**src/rtl/prbs_pkg.sv**
```systemverilog
// Shared types and elaboration-time helpers for the PRBS checker and generator blocks.
package prbs_pkg;

   typedef enum logic [1:0] {
      SEARCH = 2'd0,
      VERIFY = 2'd1,
      LOCKED = 2'd2
   } prbs_state_e;

   // Bits needed to hold values 0..value-1, never less than one so it is usable as a vector width.
   function automatic int clog2(input int value);
      int result;
      result = 0;
      for (int i = 0; i < 32; i++) begin
         if ((1 << result) < value) begin
            result++;
         end
      end
      if (result < 1) begin
         result = 1;
      end
      return result;
   endfunction

   function automatic int ceil_div(input int num, input int den);
      return (num + den - 1) / den;
   endfunction

endpackage

```
**src/rtl/prbs_predict.sv**
```systemverilog
// Combinational NBITS-wide PRBS word predictor: history holds the last POLY1 bits, bit 0 newest.
module prbs_predict
   import prbs_pkg::*;
#(
   parameter int NBITS = 2,
   parameter int POLY1 = 7,
   parameter int POLY2 = 6
) (
   input  logic [POLY1-1:0] hist_i,
   output logic [NBITS-1:0] p_o,
   output logic [POLY1-1:0] hist_o
);

   logic [POLY1-1:0] work;
   logic [NBITS-1:0] pred;

   // Bits predicted earlier in the word feed back into the history before the next bit is formed.
   always_comb begin
      work = hist_i;
      pred = '0;
      for (int i = 0; i < NBITS; i++) begin
         pred[i] = work[POLY1-1] ^ work[POLY2-1];
         work    = {work[POLY1-2:0], pred[i]};
      end
   end

   assign p_o    = pred;
   assign hist_o = work;

endmodule

```
**src/rtl/prbscheck_parallel_lock.sv**
```systemverilog
// Parallel PRBS checker with SEARCH/VERIFY/LOCKED acquisition, saturating bit-error count
// and a sticky lock-loss flag.
module prbscheck_parallel_lock
   import prbs_pkg::*;
#(
   parameter int NBITS      = 2,
   parameter int POLY1      = 7,
   parameter int POLY2      = 6,
   parameter int LOCK_CNT   = 8,
   parameter int UNLOCK_ERR = 4,
   parameter int ERR_CNT_W  = 16
) (
   input  logic                 clk,
   input  logic                 reset,
   input  logic [NBITS-1:0]     in,
   input  logic                 in_valid,
   input  logic                 invert,
   input  logic                 clear,
   output logic                 locked,
   output logic                 error,
   output logic [ERR_CNT_W-1:0] err_cnt,
   output logic                 lock_lost
);

   localparam int S       = ceil_div(POLY1, NBITS);
   localparam int SEED_W  = clog2(S + 1);
   localparam int MATCH_W = clog2(LOCK_CNT + 1);
   localparam int UERR_W  = clog2(UNLOCK_ERR + 1);
   localparam int PC_W    = clog2(NBITS + 1);
   localparam int SUM_W   = ERR_CNT_W + PC_W + 1;

   if (POLY2 < 1 || POLY2 >= POLY1 || NBITS < 1 || LOCK_CNT < 1 ||
       UNLOCK_ERR < 1 || ERR_CNT_W < 1) begin : g_bad_params
      $error("prbscheck_parallel_lock: illegal parameter combination");
   end

   prbs_state_e          state_q, state_d;
   logic [SEED_W-1:0]    seed_cnt_q, seed_cnt_d;
   logic [MATCH_W-1:0]   match_cnt_q, match_cnt_d;
   logic [UERR_W-1:0]    cons_err_q, cons_err_d;
   logic [POLY1-1:0]     hist_q, hist_d;
   logic                 locked_q, locked_d;
   logic                 error_q, error_d;
   logic [ERR_CNT_W-1:0] err_cnt_q, err_cnt_d;
   logic                 lock_lost_q, lock_lost_d;

   logic [NBITS-1:0]     r;
   logic [NBITS-1:0]     p;
   logic [NBITS-1:0]     diff;
   logic                 mismatch;
   logic [POLY1-1:0]     hist_pred;
   logic [POLY1-1:0]     hist_load;
   logic [PC_W-1:0]      err_bits;
   logic [SUM_W-1:0]     err_sum;
   logic                 word_err;
   logic                 unlock_event;

   assign r        = in ^ {NBITS{invert}};
   assign diff     = r ^ p;
   assign mismatch = (diff != '0);

   prbs_predict #(
      .NBITS (NBITS),
      .POLY1 (POLY1),
      .POLY2 (POLY2)
   ) u_predict (
      .hist_i (hist_q),
      .p_o    (p),
      .hist_o (hist_pred)
   );

   always_comb begin
      hist_load = hist_q;
      for (int i = 0; i < NBITS; i++) begin
         hist_load = {hist_load[POLY1-2:0], r[i]};
      end
   end

   always_comb begin
      err_bits = '0;
      for (int i = 0; i < NBITS; i++) begin
         err_bits = err_bits + PC_W'(diff[i]);
      end
   end

   assign word_err     = in_valid && (state_q == LOCKED) && mismatch;
   assign unlock_event = word_err && (cons_err_q == UERR_W'(UNLOCK_ERR - 1));
   assign err_sum      = SUM_W'(err_cnt_q) + SUM_W'(err_bits);

   always_ff @(posedge clk) begin
      if (reset) begin
         state_q     <= SEARCH;
         seed_cnt_q  <= '0;
         match_cnt_q <= '0;
         cons_err_q  <= '0;
         hist_q      <= '0;
         locked_q    <= 1'b0;
         error_q     <= 1'b0;
         err_cnt_q   <= '0;
         lock_lost_q <= 1'b0;
      end else begin
         state_q     <= state_d;
         seed_cnt_q  <= seed_cnt_d;
         match_cnt_q <= match_cnt_d;
         cons_err_q  <= cons_err_d;
         hist_q      <= hist_d;
         locked_q    <= locked_d;
         error_q     <= error_d;
         err_cnt_q   <= err_cnt_d;
         lock_lost_q <= lock_lost_d;
      end
   end

   // A failed verify reseeds from the current word, so that word already counts as one seed word.
   always_comb begin
      state_d     = state_q;
      seed_cnt_d  = seed_cnt_q;
      match_cnt_d = match_cnt_q;
      cons_err_d  = cons_err_q;
      hist_d      = hist_q;
      if (in_valid) begin
         case (state_q)
            SEARCH: begin
               hist_d = hist_load;
               if (seed_cnt_q >= SEED_W'(S - 1)) begin
                  state_d     = VERIFY;
                  seed_cnt_d  = '0;
                  match_cnt_d = '0;
               end else begin
                  seed_cnt_d = seed_cnt_q + 1'b1;
               end
            end
            VERIFY: begin
               hist_d = hist_load;
               if (!mismatch) begin
                  if (match_cnt_q == MATCH_W'(LOCK_CNT - 1)) begin
                     state_d     = LOCKED;
                     match_cnt_d = '0;
                     cons_err_d  = '0;
                  end else begin
                     match_cnt_d = match_cnt_q + 1'b1;
                  end
               end else begin
                  state_d     = SEARCH;
                  match_cnt_d = '0;
                  seed_cnt_d  = SEED_W'(1);
               end
            end
            LOCKED: begin
               hist_d = hist_pred;
               if (unlock_event) begin
                  state_d    = SEARCH;
                  cons_err_d = '0;
                  seed_cnt_d = '0;
               end else if (mismatch) begin
                  cons_err_d = cons_err_q + 1'b1;
               end else begin
                  cons_err_d = '0;
               end
            end
            default: begin
               state_d = SEARCH;
            end
         endcase
      end
   end

   // clear beats a coincident error increment, but the error pulse itself still fires.
   always_comb begin
      locked_d    = (state_d == LOCKED);
      error_d     = word_err;
      err_cnt_d   = err_cnt_q;
      lock_lost_d = lock_lost_q;
      if (clear) begin
         err_cnt_d   = '0;
         lock_lost_d = 1'b0;
      end else begin
         if (word_err) begin
            if (err_sum[SUM_W-1:ERR_CNT_W] != '0) begin
               err_cnt_d = '1;
            end else begin
               err_cnt_d = err_sum[ERR_CNT_W-1:0];
            end
         end
         if (unlock_event) begin
            lock_lost_d = 1'b1;
         end
      end
   end

   assign locked    = locked_q;
   assign error     = error_q;
   assign err_cnt   = err_cnt_q;
   assign lock_lost = lock_lost_q;

endmodule
```
**config.mk**
```make
export PLATFORM = sky130hd
export DESIGN_NAME = prbscheck_parallel_lock
export DESIGN_NICKNAME = d
export VERILOG_FILES = /design/src/rtl/prbs_pkg.sv /design/src/rtl/prbs_predict.sv /design/src/rtl/prbscheck_parallel_lock.sv
export SDC_FILE = /design/constraint.sdc
export NUM_CORES = 1
export LEC_CHECK = 0
export ABC_AREA = 1
export CELL_PAD_IN_SITES_DETAIL_PLACEMENT = 1
export CELL_PAD_IN_SITES_GLOBAL_PLACEMENT = 1
export CORE_MARGIN = 1.5
export CORE_UTILIZATION = 44
export DETAILED_ROUTE_END_ITERATION = 12
export PLACE_DENSITY = 0.91
export SLEW_MARGIN = 20
export SYNTH_ARGS = -nofsm -noshare
export SYNTH_HDL_FRONTEND = slang
export SYNTH_SLANG_ARGS = --single-unit
export TNS_END_PERCENT = 100
```
**constraint.sdc**
```tcl
create_clock -name clk -period 4.8 [get_ports clk]
set_input_delay 1.2 -clock clk [delete_from_list [all_inputs] [get_ports clk]]
set_output_delay 1.2 -clock clk [all_outputs]
set_load 0.005 [all_outputs]
```
==> results.ini <==
[clock_tree]
postCtsSetupBuffers=0
path_clk_slew_ps=80
htree_levels=2
cts_resized=0
cts_buffers=5
cts_buffer_depth=2
cts_tree=done
cts_num_sinks=38
ctsHoldBuffers=0
clock_latency_ps=300
cts-root-buf=clkbuf_8

[floorplan]
dieArea_um2=5861
num_rows=26
die_h_um=76.56
fp.dieW_um=76.56
start_util=0.4603
core-area_um2=5172
ios=26

[sta]
setup_viol=0
worst_pin_slew_ps=556.4
period_minus_slack_ps=4097
max_slew_margin=0.6268
setup_tns_ps=0
clock_skew_ps=9.312
fin_crit_sh=0.8536
rsz0062_at_grt=false
hold_viol_final=0
maxSlewViolCount=0
max_freq_mhz=244.1

[drt]
firstDrtPassIters=4
via_per_inst=5.170
drt_iter0_drc=82
remaining_drc_errors=0
antenna_left=0
num_vias=2161
drt-total-wl_um=6033
wire_per_inst_um=14.43

[synth]
synth-seq-cells=38
avgSynthCellArea_um2=7.372
yosysSeqAreaShare=0.3195
synth_cell_types=40
ys.flop_type=dfxtp_1
syn_nets=341
async_flop_share=0
synth_cells=323
synth_common_cells=86 x nand2_1, 38 x dfxtp_1, 36 x inv_1
yosysMostFrequentCell=nand2_1
synth_warnings=0
synth_edf_count=0
syn-cell-area_um2=2381
ys_top_cells_by_area=dfxtp_1 32%, nand2_1 14%, inv_1 5.7%, ha_1 5.3%, a21oi_1 4.4%
yosys.area.top_type=dfxtp_1
synth_top_area_frac=0.3195

[place]
place.port_buffers=25
hpwlAfterDp_um=4568
place_congestion=0.8781
post-place-cells=410
dpl-instance-area_um2=2644

[setup_path]
crit_type=input port to flip-flop
cp_data_arrival_time_ps=4260
cp.required_ps=4960
cp-start-kind=input port
reg2reg_slack_ps=1780
r2r-start=hist_q[5]
reg2reg_to=err_cnt[10]
cp.depth=15
ff2ff_path_depth=14
endpoint=err_cnt[10]
cp_cell_sequence=clkdlybuf4s50_1, inv_2, nand2_1, nand2_1, nand2_2, nand2_4, inv_1, fa_1, ha_1, nand3_1, inv_1, nand4_1, clkinv_1, o21ai_0, a21oi_1
cp_max_fo=15
slowest_delay_ps=500
cp-end-kind=flip-flop
cp_slowest_cell=clkdlybuf4s50_1
crit_family=buffers and inverters
cp-startpoint=invert
worstPathBufferInverterCount=5

[grt]
grt_max_degree=19
antenna_found_initial=0
overflow=0
grt_pass1_wl_um=10640
grt_usage=0.2264
grt_pass1_vias=2269

[worst_hold_path]
hold_path.class=flip-flop to flip-flop
holdPathStages=2

[cells_and_area]
postLayoutCoreUtil=0.5295
drive_gt1_frac=0.1580
layoutNonFillerInstCount=418
area_delta_synth_final_pct=15.03
finalNetCount=365
antenna_cells=0
design_area_um2=2739

[run_status]
status=finished, final reports clean

[power_and_ir_drop]
leakagePower_nw=1.062
p_per_area_nw_per_um2=237.9
ir_worst_vdd_uv=167.2

[job]
timing.max_cap.violations=0

[where the power goes]
group          switching (mW)  leakage (nW)  internal [mW]
registers             0.00642         0.308          0.324
logic                  0.0560         0.706         0.0291
clock network           0.121        0.0472          0.116
total                   0.183          1.06          0.468
[final cells by class]
type / count / area (um2)
clock buffers: 6 / 82.58
clock inverters: 2 / 12.51
fillers: 661 / 2434
inverters: 43 / 168.9
multi-input cells: 234 / 1376
flip-flops and latches: 38 / 760.7
well taps: 70 / 87.58
repair buffers: 25 / 250.2
[cell families (layout without fill, tap and decap cells)]
family	Yosys count	in the layout	share of synthesized area
adder cells (fa/ha/maj)	11	11	0.06096
XOR/XNOR	14	14	0.05150
AO/OA/AOI/OAI	63	63	0.1713
buffers and inverters	51	76	0.1025
AND/OR/NAND/NOR	146	146	0.2943
flip-flops	38	38	0.3195
[cell usage in the layout, fill, tap and decap left out, drive strengths merged, types with 5 or more instances in the layout]
| cell | count |
|---|---|
| a21oi | 31 |
| clkbuf | 6 |
| clkdlybuf4s50 | 25 |
| dfxtp | 38 |
| ha | 10 |
| inv | 42 |
| nand2 | 96 |
| nand3 | 11 |
| nand4 | 9 |
| nor2 | 21 |
| nor3 | 6 |
| o21ai | 26 |
| xnor2 | 5 |
| xor2 | 9 |
[sequential cells by signal, summed over array words and instances, names as in the netlist]
signal and cells:
lock_lost 1, seed_cnt_q 3, err_cnt 16, match_cnt_q 4
hist_q 7, cons_err_q 3, error 1, locked 1
state_q 2
[worst min-delay path by stage]
stage,from,to,slack (ps)
after CTS,lock_lost,lock_lost,470
final,lock_lost,lock_lost,460
after global routing,lock_lost,lock_lost,500
after floorplan,cons_err_q[2],cons_err_q[2],440
after detailed placement,lock_lost,lock_lost,450
after global placement,lock_lost,lock_lost,440
[layer usage]
metal  global-route usage  wire [um]
met1               0.2800       2916
met2               0.3839       2814
met3              0.04431        163
met4              0.09259        138
met5                    0          0
[tightest hold or removal path, cell delays in order, from the launching register on]
cell and delay, ps:
dfxtp_1 310, inv_1 50, a21oi_1 50
[stage by stage]
stage                     hold slack (ps)  power [mW]  setup WS, ps
after floorplan                     443.8      0.3996          1628
after global placement              442.5      0.4168         636.1
after detailed placement            448.6      0.4225         450.7
after CTS                           468.9      0.6636         718.0
after global routing                495.5      0.6898         523.1
final                               462.0      0.6517         702.6
No activity file was read; power rests on OpenSTA's default activity.
